==> src/rtl/ascon_pack.sv <==
// Shared ASCON definitions: tag geometry, permutation-state type and verifier FSM states.
// The helper builds the finalization tag from the permutation state and key.
package ascon_pack;

    localparam int unsigned TAG_W_C      = 128;
    localparam int unsigned TAG_WORD_W_C = 32;
    localparam int unsigned KEY_W_C      = 128;

    // Five 64-bit lanes of the ASCON permutation state.
    typedef logic [4:0][63:0] type_state;

    typedef enum logic [1:0] {
        VERIFY_IDLE,
        VERIFY_RECV,
        VERIFY_DONE
    } type_verify_state;

    function automatic logic [TAG_W_C-1:0] compute_tag(
        input type_state           s,
        input logic [KEY_W_C-1:0]  key
    );
        return {s[3] ^ key[127:64], s[4] ^ key[63:0]};
    endfunction

endpackage

==> src/rtl/ascon_tag_verify.sv <==
// Constant-time comparison of a computed ASCON tag against a received tag word stream.
// Every word is consumed and differences are OR-accumulated; the verdict follows a one-cycle DONE.
module ascon_tag_verify
    import ascon_pack::*;
#(
    parameter int unsigned TAG_W  = TAG_W_C,
    parameter int unsigned WORD_W = TAG_WORD_W_C
) (
    input  logic              clock_i,
    input  logic              reset_i,
    input  logic              start_i,
    input  logic [TAG_W-1:0]  tag_calc_i,
    input  logic              abort_i,
    input  logic [WORD_W-1:0] rx_data_i,
    input  logic              rx_valid_i,
    output logic              rx_ready_o,
    output logic              busy_o,
    output logic              done_o,
    output logic              tag_ok_o,
    output logic              tag_fail_o
);

    localparam int unsigned NB_WORDS = TAG_W / WORD_W;
    localparam int unsigned CNT_W    = (NB_WORDS > 1) ? $clog2(NB_WORDS) : 1;
    localparam logic [CNT_W-1:0] LAST_CNT = CNT_W'(NB_WORDS - 1);

    if ((TAG_W % WORD_W) != 0 || NB_WORDS == 0) begin : g_bad_geometry
        $error("TAG_W must be a non-zero multiple of WORD_W");
    end

    type_verify_state state, state_next;

    logic [TAG_W-1:0]  tag_reg, tag_reg_next;
    logic [WORD_W-1:0] diff, diff_next;
    logic [CNT_W-1:0]  cnt, cnt_next;
    logic              tag_ok, tag_ok_next;
    logic              tag_fail, tag_fail_next;

    logic                           xfer;
    logic [NB_WORDS-1:0][WORD_W-1:0] tag_words;
    logic [WORD_W-1:0]              ref_word;

    // Word 0 is the most significant slice of the tag.
    assign tag_words = tag_reg;
    assign ref_word  = tag_words[LAST_CNT - cnt];

    assign xfer = (state == VERIFY_RECV) && rx_valid_i;

    always_ff @(posedge clock_i) begin
        if (reset_i) begin
            state    <= VERIFY_IDLE;
            tag_reg  <= '0;
            diff     <= '0;
            cnt      <= '0;
            tag_ok   <= 1'b0;
            tag_fail <= 1'b0;
        end else begin
            state    <= state_next;
            tag_reg  <= tag_reg_next;
            diff     <= diff_next;
            cnt      <= cnt_next;
            tag_ok   <= tag_ok_next;
            tag_fail <= tag_fail_next;
        end
    end

    always_comb begin
        state_next    = state;
        tag_reg_next  = tag_reg;
        diff_next     = diff;
        cnt_next      = cnt;
        tag_ok_next   = tag_ok;
        tag_fail_next = tag_fail;

        unique case (state)
            VERIFY_IDLE: begin
                if (start_i && !abort_i) begin
                    tag_reg_next  = tag_calc_i;
                    diff_next     = '0;
                    cnt_next      = '0;
                    tag_ok_next   = 1'b0;
                    tag_fail_next = 1'b0;
                    state_next    = VERIFY_RECV;
                end
            end

            VERIFY_RECV: begin
                if (abort_i) begin
                    tag_reg_next  = '0;
                    diff_next     = '0;
                    cnt_next      = '0;
                    tag_ok_next   = 1'b0;
                    tag_fail_next = 1'b0;
                    state_next    = VERIFY_IDLE;
                end else if (xfer) begin
                    diff_next = diff | (rx_data_i ^ ref_word);
                    if (cnt == LAST_CNT) begin
                        cnt_next   = '0;
                        state_next = VERIFY_DONE;
                    end else begin
                        cnt_next = cnt + 1'b1;
                    end
                end
            end

            VERIFY_DONE: begin
                if (abort_i) begin
                    tag_ok_next   = 1'b0;
                    tag_fail_next = 1'b0;
                end else begin
                    tag_ok_next   = (diff == '0);
                    tag_fail_next = (diff != '0);
                end
                // Secrets do not linger once the verdict is taken.
                tag_reg_next = '0;
                diff_next    = '0;
                cnt_next     = '0;
                state_next   = VERIFY_IDLE;
            end

            default: begin
                tag_reg_next  = '0;
                diff_next     = '0;
                cnt_next      = '0;
                tag_ok_next   = 1'b0;
                tag_fail_next = 1'b0;
                state_next    = VERIFY_IDLE;
            end
        endcase
    end

    assign rx_ready_o = (state == VERIFY_RECV);
    assign busy_o     = (state == VERIFY_RECV) || (state == VERIFY_DONE);
    assign done_o     = (state == VERIFY_DONE) && !abort_i;
    assign tag_ok_o   = tag_ok;
    assign tag_fail_o = tag_fail;

endmodule

==> config.mk <==
export PLATFORM = sky130hd
export DESIGN_NAME = ascon_tag_verify
export DESIGN_NICKNAME = d
export VERILOG_FILES = /design/src/rtl/ascon_pack.sv /design/src/rtl/ascon_tag_verify.sv
export SDC_FILE = /design/constraint.sdc
export NUM_CORES = 1
export LEC_CHECK = 0
export ABC_CLOCK_PERIOD_IN_PS = 4800
export BUFFER_PORTS_ARGS = -buffer_cell sky130_fd_sc_hd__buf_2
export CAP_MARGIN = 20
export CORE_ASPECT_RATIO = 1.25
export CORE_UTILIZATION = 45
export CTS_BUF_LIST = sky130_fd_sc_hd__clkbuf_4
export DETAILED_ROUTE_END_ITERATION = 16
export PLACE_DENSITY = 0.76
export SYNTH_ARGS = -nofsm -noshare
export SYNTH_HDL_FRONTEND = slang
export SYNTH_SLANG_ARGS = --single-unit
==> constraint.sdc <==
create_clock -name clock_i -period 4.8 [get_ports clock_i]
set_input_delay 0.24 -clock clock_i [delete_from_list [all_inputs] [get_ports clock_i]]
set_output_delay 0.24 -clock clock_i [all_outputs]
set_load 0.02 [all_outputs]
# Yosys cells after proc, flatten, opt, wreduce, memory -nomap -nowiden

Index checks and enable logic that the tools add are counted.

Register bits after elaboration: 166
Bits in latches: 0
Bits in writable memories: 0
Bits in read-only memories: 0
Input bits: 165
Output and inout port bits: 5
Logic and storage cells: 54
Memories kept: 0

Add/subtract/negate cells: 2
$mul: 0
Divide/modulo/power cells: 0
Order comparisons: 1
Equal/unequal tests: 7
Shift operators: 0
Muxes and demuxes: 25
Bitwise gates (word level): 2
Reductions and logical operators: 11

Operator list:

| operator            | number |
|---|---|
| $mux 128            | 2 |
| $pmux 128 s2        | 1 |
| $mux 32             | 4 |
| $bmux 32 s2         | 1 |
| $pmux 32 s2         | 1 |
| $logic_not 32->1    | 1 |
| $or 32x32->32       | 1 |
| $reduce_bool 32->1  | 1 |
| $xor 32x32->32      | 1 |
| $mux 2              | 8 |
| $pmux 2 s2          | 2 |
| $ne 3x2->1 const B  | 2 |
| $pmux 1 s3          | 2 |
| $eq 2x2->1 const B  | 2 |
| $mux 1              | 4 |
| $ne 2x2->1 const B  | 2 |
| $reduce_and 2->1    | 2 |
| $logic_and 1x1->1   | 3 |
| $lt 2x3->1 const B  | 1 |
| $reduce_and 3->1    | 1 |
| $add 2x1->2 const B | 1 |
| $eq 2x1->1 const B  | 1 |
| $logic_not 2->1     | 1 |
| $sub 2x2->2 const A | 1 |
| other kinds (2)     | 2 |

# Logic depth before layout (Yosys ltp)

Depth after elaboration: 8
Mapped depth: 9
Gate-level depth less buffers: 6

# Least setup slack after synthesis

No wires, ideal clock.

Path kind: register to register
Start: reg state[1]
End: reg diff[11]
Library setup time: 0.068 ns
Data arrival time: 1.790 ns
Data required time: 4.732 ns
Slack: 2.943 ns
Cell stages (with the launch flop): 9
Path buffers: 2
Period minus slack after synthesis: 1.857 ns
Cell sequence: dfxtp_1 inv_1 ha_1 nor2b_2 a22o_1 or3_1 buf_2 buf_6 o2bb2ai_2

Word-level cells in the longest chain between the ends: 4
Elaborated cells on any way between the ends: 7
Those cells by class: eq/ne: 3; mux: 1; reduce/logical: 3

Ends and longest elaborated chain:

| element                    | RTL line               | source |
|---|---|---|
| start: declaration         | ascon_tag_verify.sv:31 | `type_verify_state state, state_next;` |
| start signal: assignment   | ascon_tag_verify.sv:58 | `state <= state_next;` |
| $eq 2x1->1 (*)             | n/a                    |  |
| via rx_ready_o             | ascon_tag_verify.sv:16 | `output logic rx_ready_o,` |
| $logic_and 1x1->1          | ascon_tag_verify.sv:47 | `assign xfer = (state == VERIFY_RECV) && rx_valid_i;` |
| $ne 3x2->1 (no line)       | n/a                    |  |
| $reduce_and 2->1 (no line) | n/a                    |  |
| end signal: assignment     | ascon_tag_verify.sv:60 | `diff <= diff_next;` |
| end: declaration           | ascon_tag_verify.sv:34 | `logic [WORD_W-1:0] diff, diff_next;` |

The timed path passes the listed nets; every way through them passes the cells marked *.
A chain may end at the register's enable or synchronous reset.

# Final worst setup path

Start: reg state[0]
End: reg tag_reg[108]

Word-level cells in the longest chain between the ends: 3
Elaborated cells on any way between the ends: 6
Those cells by class: eq/ne: 3; mux: 1; reduce/logical: 2

Ends and longest elaborated chain:

| element                                              | RTL line               | source |
|---|---|---|
| $eq 2x1->1 / $logic_not 2->1 (equally long branches) | ascon_tag_verify.sv:75 | `unique case (state)` |
| $ne 2x2->1 (no line)                                 | n/a                    |  |
| $reduce_and 2->1 (no line)                           | n/a                    |  |
| end signal: assignment                               | ascon_tag_verify.sv:59 | `tag_reg <= tag_reg_next;` |
| end: declaration                                     | ascon_tag_verify.sv:33 | `logic [TAG_W-1:0] tag_reg, tag_reg_next;` |

Parallel ways exist; a longest one is shown, timed or not.

==> results.md <==
- The post-cts repair resize count is 0.
- The starting density of the core is 0.4589.
- The quantity of I/O buffers inserted on ports is 169.
- In the global route stage, overall resource usage came out at 0.2786.
- The number of flip-flops and latches in the synthesized netlist is 166.
- The fmax is ~0.33 GHz.
- Row generation in the floorplan step produced 50 rows.
- The type of element capturing the critical path is a flop.
- In the finished design, the share of the clock period the worst path needs comes to 0.6391.
- The die outline width is 112.4 um.
- Yosys printed 0 warnings.
- The minimum period implied by the final worst setup slack is 3.068 ns.
- The buffer depth of the longest clock path is 2.
- The number of max-slew violations in the final report came to 0.
- On the final layout, the worst clock skew is 0.01954 ns.
- The number of endpoints with negative hold slack in the final report is 0.
- The internal portion of the total power is approximately 2.9 mW.
- The synthesized area divided by synthesized cell count is between 10 and 15 um2.
- The max capacitance violation total is 0.
- The share of total power dissipated in sequential elements is 0.435.
- The leading area contributor after synthesis is sky130_fd_sc_hd__dfxtp_1.
- Of the total synthesized cell area, the portion taken by AND, OR, NAND and NOR gates is 0.1236.
- The worst-skew pair later-pin latency is around 0.54 ns.
- The slew at the pin with the worst max-slew slack is 1.044 ns.
- Signal routing reaches up to met5.
- Relative to the synthesized area, the layout overhead comes to 40.04%.
- After detailed routing, the wire length on met1 is between 7000 and 8000 um.
- The area of the die is 0.01575 mm2.
- At the end of the flow the core is filled with cells to 0.6427.
- The worst setup path is of the flop to flop kind.
- The multiplexer share of the synthesized area is 0.1050.
- By area, the combinational part of the netlist is dominated by compound AO/OA/AOI/OAI gates.
- After detailed routing, the met2 layer carries 11,010 um of wire.
- The wire length after detailed routing is 21,360 um.
- After clock tree synthesis, the clock-pin slew on the worst setup and hold paths is 0.13 ns.
- The worst-path maximum fanout is 84.
- The setup slack after layout is 1.732 ns.
- Of the post-synthesis cell area, the dominant cell type holds 0.4843.
- The final setup TNS is 0 ns.
- The finished cells cover 0.009609 mm2.
- The filler cell count in the final layout is 1,122.
- STA puts the critical path data required time at 5.29 ns.
- Entering global routing, the biggest net connects 87 pins.
- The remaining design rule violation count is 0.
- The number of flip-flops in the largest register is 128.
- Summing every instance area after synthesis gives 0.006862 mm2.
- The xor/xnor cell area share of the yosys netlist is 0.04085.
- The initial antenna violation count came to 3.
- After floorplanning, the core was sized to cover 0.01495 mm2.
- The root buffer cell chosen for the clock tree is sky130_fd_sc_hd__clkbuf_4.
- The ratio of total power to cell area is 485.6 mW/mm2.
- The first-pass GRT wire length is 33,840 um.
- The max-slew headroom at the worst pin is 0.3040.
- The clock tree from TritonCTS is done.
- Summed over all cells, the static leakage comes to 3.768 nW.
- In the final layout, the share of cells above drive strength 1 is 0.2811.
- The number of buffers created by CTS is 17.
- The number of primary I/O pins is 170.
- After the last flow step, the layout net total stands at around 1,100.
- Of the total power, the share spent switching nets is 0.3785.
- The via count of the first global-routing pass came to just under 7,000.
- The total number of vias is 6,501.
- IR analysis of the VDD net gives a maximum drop of around 0.00042 V.
- After synthesis, the most frequently instantiated cells are sky130_fd_sc_hd__dfxtp_1, sky130_fd_sc_hd__a21oi_1, sky130_fd_sc_hd__nand2_1, sky130_fd_sc_hd__nand3_1, sky130_fd_sc_hd__a22o_1.
- The level count of the clock H-tree is 4.
- The average wire per cell in the routed design is 18.70 um.
- The sequential element share of the synthesized area is 0.4843.
- Setup violations remaining at the end of the flow were counted as 0.
- The half-perimeter wire length of the detailed placement result is 11,710 um.
- By area the synthesized netlist is led by sky130_fd_sc_hd__dfxtp_1, sky130_fd_sc_hd__mux4_2, sky130_fd_sc_hd__a22o_1.
- Setup repair after global routing left no endpoint under its margin.
- The most common flop cell mapped by yosys is sky130_fd_sc_hd__dfxtp_1.
- The run finished with clean final reports.
- The share of total power dissipated in the clock network is 0.180.
- Using the TritonRoute via totals, the vias-per-cell ratio works out to approximately 5.7.
- OpenSTA, run right after detailed placement, puts the worst setup slack at 1.845 ns.
- The combinational cell fraction of total power is 0.386.
- For this block, the initial DRC count from the detailed router was 436.
- In this run the remaining antenna-violating nets after routing total 0.
- The most used standard cell by instance count after synthesis is sky130_fd_sc_hd__dfxtp_1.
- The post-synthesis net count is slightly above 800.
- The placed instances occupy a cell area of 0.007741 mm2.
- The first detailed-routing pass took 5 iterations.
- The area fraction in compound gates after synthesis is 0.1929.
- The die height is between 100 and 150 um.
- The power spent charging and discharging nets is approximately 1.8 mW.
- At the worst endpoint, the arrival time is 3.56 ns.
- The post-synthesis adder-cell area fraction is 0.009117.
- In this run, distinct cell masters in the synthesized netlist total 34.
- The placer's final routability congestion estimate is roughly 0.80.
- The proportion of synthesized flip-flops having asynchronous set or reset is 0.
- The total number of clock tree sinks is 166.
- The detailed-routed wire length on met3 is ~1100 um.
- The kind of launch point of the worst setup path is a flop.
- The number of synthesized flops with an enable pin is 0.
- Synthesis produced a netlist whose cell count is 654.
- The design draws 4.666 mW.
- Global routing finished with a remaining overflow of 0.
- The class of the tightest hold or removal check is primary input to flop.
cells in the final DEF, fill, tap and decap left out, types with 2 or more instances in the layout:
cell type	Yosys	layout
sky130_fd_sc_hd__nand3_1	79	79
sky130_fd_sc_hd__clkinvlp_4	0	2
sky130_fd_sc_hd__nand2_1	82	82
sky130_fd_sc_hd__xnor2_1	32	32
sky130_fd_sc_hd__a22o_1	52	52
sky130_fd_sc_hd__buf_4	3	8
sky130_fd_sc_hd__o2bb2ai_1	11	11
sky130_fd_sc_hd__clkinv_2	0	2
sky130_fd_sc_hd__dfxtp_1	166	164
sky130_fd_sc_hd__mux4_2	32	32
sky130_fd_sc_hd__bufinv_16	0	3
sky130_fd_sc_hd__diode_2	0	3
sky130_fd_sc_hd__o2bb2ai_2	21	21
sky130_fd_sc_hd__nor4_1	8	8
sky130_fd_sc_hd__clkbuf_4	0	21
sky130_fd_sc_hd__dfxtp_2	0	2
sky130_fd_sc_hd__dlygate4sd3_1	0	157
sky130_fd_sc_hd__buf_2	19	168
sky130_fd_sc_hd__clkinv_1	0	2
sky130_fd_sc_hd__a21oi_1	82	82
sky130_fd_sc_hd__nand4_1	2	2
sky130_fd_sc_hd__inv_1	4	4
sky130_fd_sc_hd__ha_1	5	4
sky130_fd_sc_hd__nor3b_1	2	2
routing by layer:
metal | GRT usage | vias up
met3 | 0.05366 | 108
li1 | - | 2983
met5 | 0 | -
met4 | 0.2056 | 2
met2 | 0.4917 | 348
met1 | 0.2953 | 3060
layout make-up:
| cell class | count | area [um2] | share of cell area |
|---|---|---|---|
| sequential | 166 | 3326 | 0.3461 |
| tap | 182 | 227.7 | 0.02370 |
| multi-input combinational | 423 | 3272 | 0.3405 |
| inverter | 4 | 15.01 | 0.001562 |
| clock buffer | 21 | 157.7 | 0.01641 |
| clock inverter | 10 | 131.4 | 0.01367 |
| timing repair buffer | 333 | 2472 | 0.2573 |
| antenna | 3 | 7.507 | 0.0007812 |
critical path, cell delays in order, from the launching register on:
cell	delay [ns]
sky130_fd_sc_hd__dfxtp_1	0.35
sky130_fd_sc_hd__inv_1	0.14
sky130_fd_sc_hd__ha_4	0.80
sky130_fd_sc_hd__a21oi_4	0.09
sky130_fd_sc_hd__buf_4	0.29
sky130_fd_sc_hd__nor2_4	0.48
sky130_fd_sc_hd__buf_4	0.57
sky130_fd_sc_hd__a22o_1	0.27
path summary, 6_finish.rpt:
path,from,end,slack [ns],cells after the start
setup / recovery,state[0],tag_reg[108],1.73,7
hold / removal,rx_data_i[30],diff[30],0.06,3
setup reg to reg,state[0],tag_reg[108],1.73,7
hold reg to reg,tag_reg[71],tag_reg[71],0.45,2
power by group through the flow:
stage / clock network, mW / logic, mW / registers, mW
2_1_floorplan: 0 / 1.32 / 1.95
3_3_place_gp: 0 / 1.63 / 2.02
3_5_place_dp: 0 / 1.66 / 2.04
4_1_cts: 0.858 / 1.76 / 2.01
5_1_grt: 0.918 / 1.97 / 2.06
6_report: 0.838 / 1.80 / 2.03
per-stage QoR:
| step | hold WS (ns) | std cells |
|---|---|---|
| final | 0.05598 | 1142 |
| after global routing | 0.005786 | 1141 |
| after CTS | 0.002906 | 1139 |
| after detailed placement | 0.4428 | 951 |
| after global placement | 0.4354 | 951 |
| after floorplan | 0.3655 | 654 |
what timing repair did:
| item | CTS | global route |
|---|---|---|
| setup buffers | 0 | 0 |
| endpoints found under the hold margin | 157 | 0 |
| endpoints found under the setup margin | 0 | 0 |
| hold buffers | 157 | 0 |
cells by family after synthesis:
kind of cell	after synthesis
compound gates	172
xor+xnor	32
fa+ha+maj	5
buf+inv	65
flops	166
mux	32
simple gates	182
No activity file was read; power rests on OpenSTA's default activity.
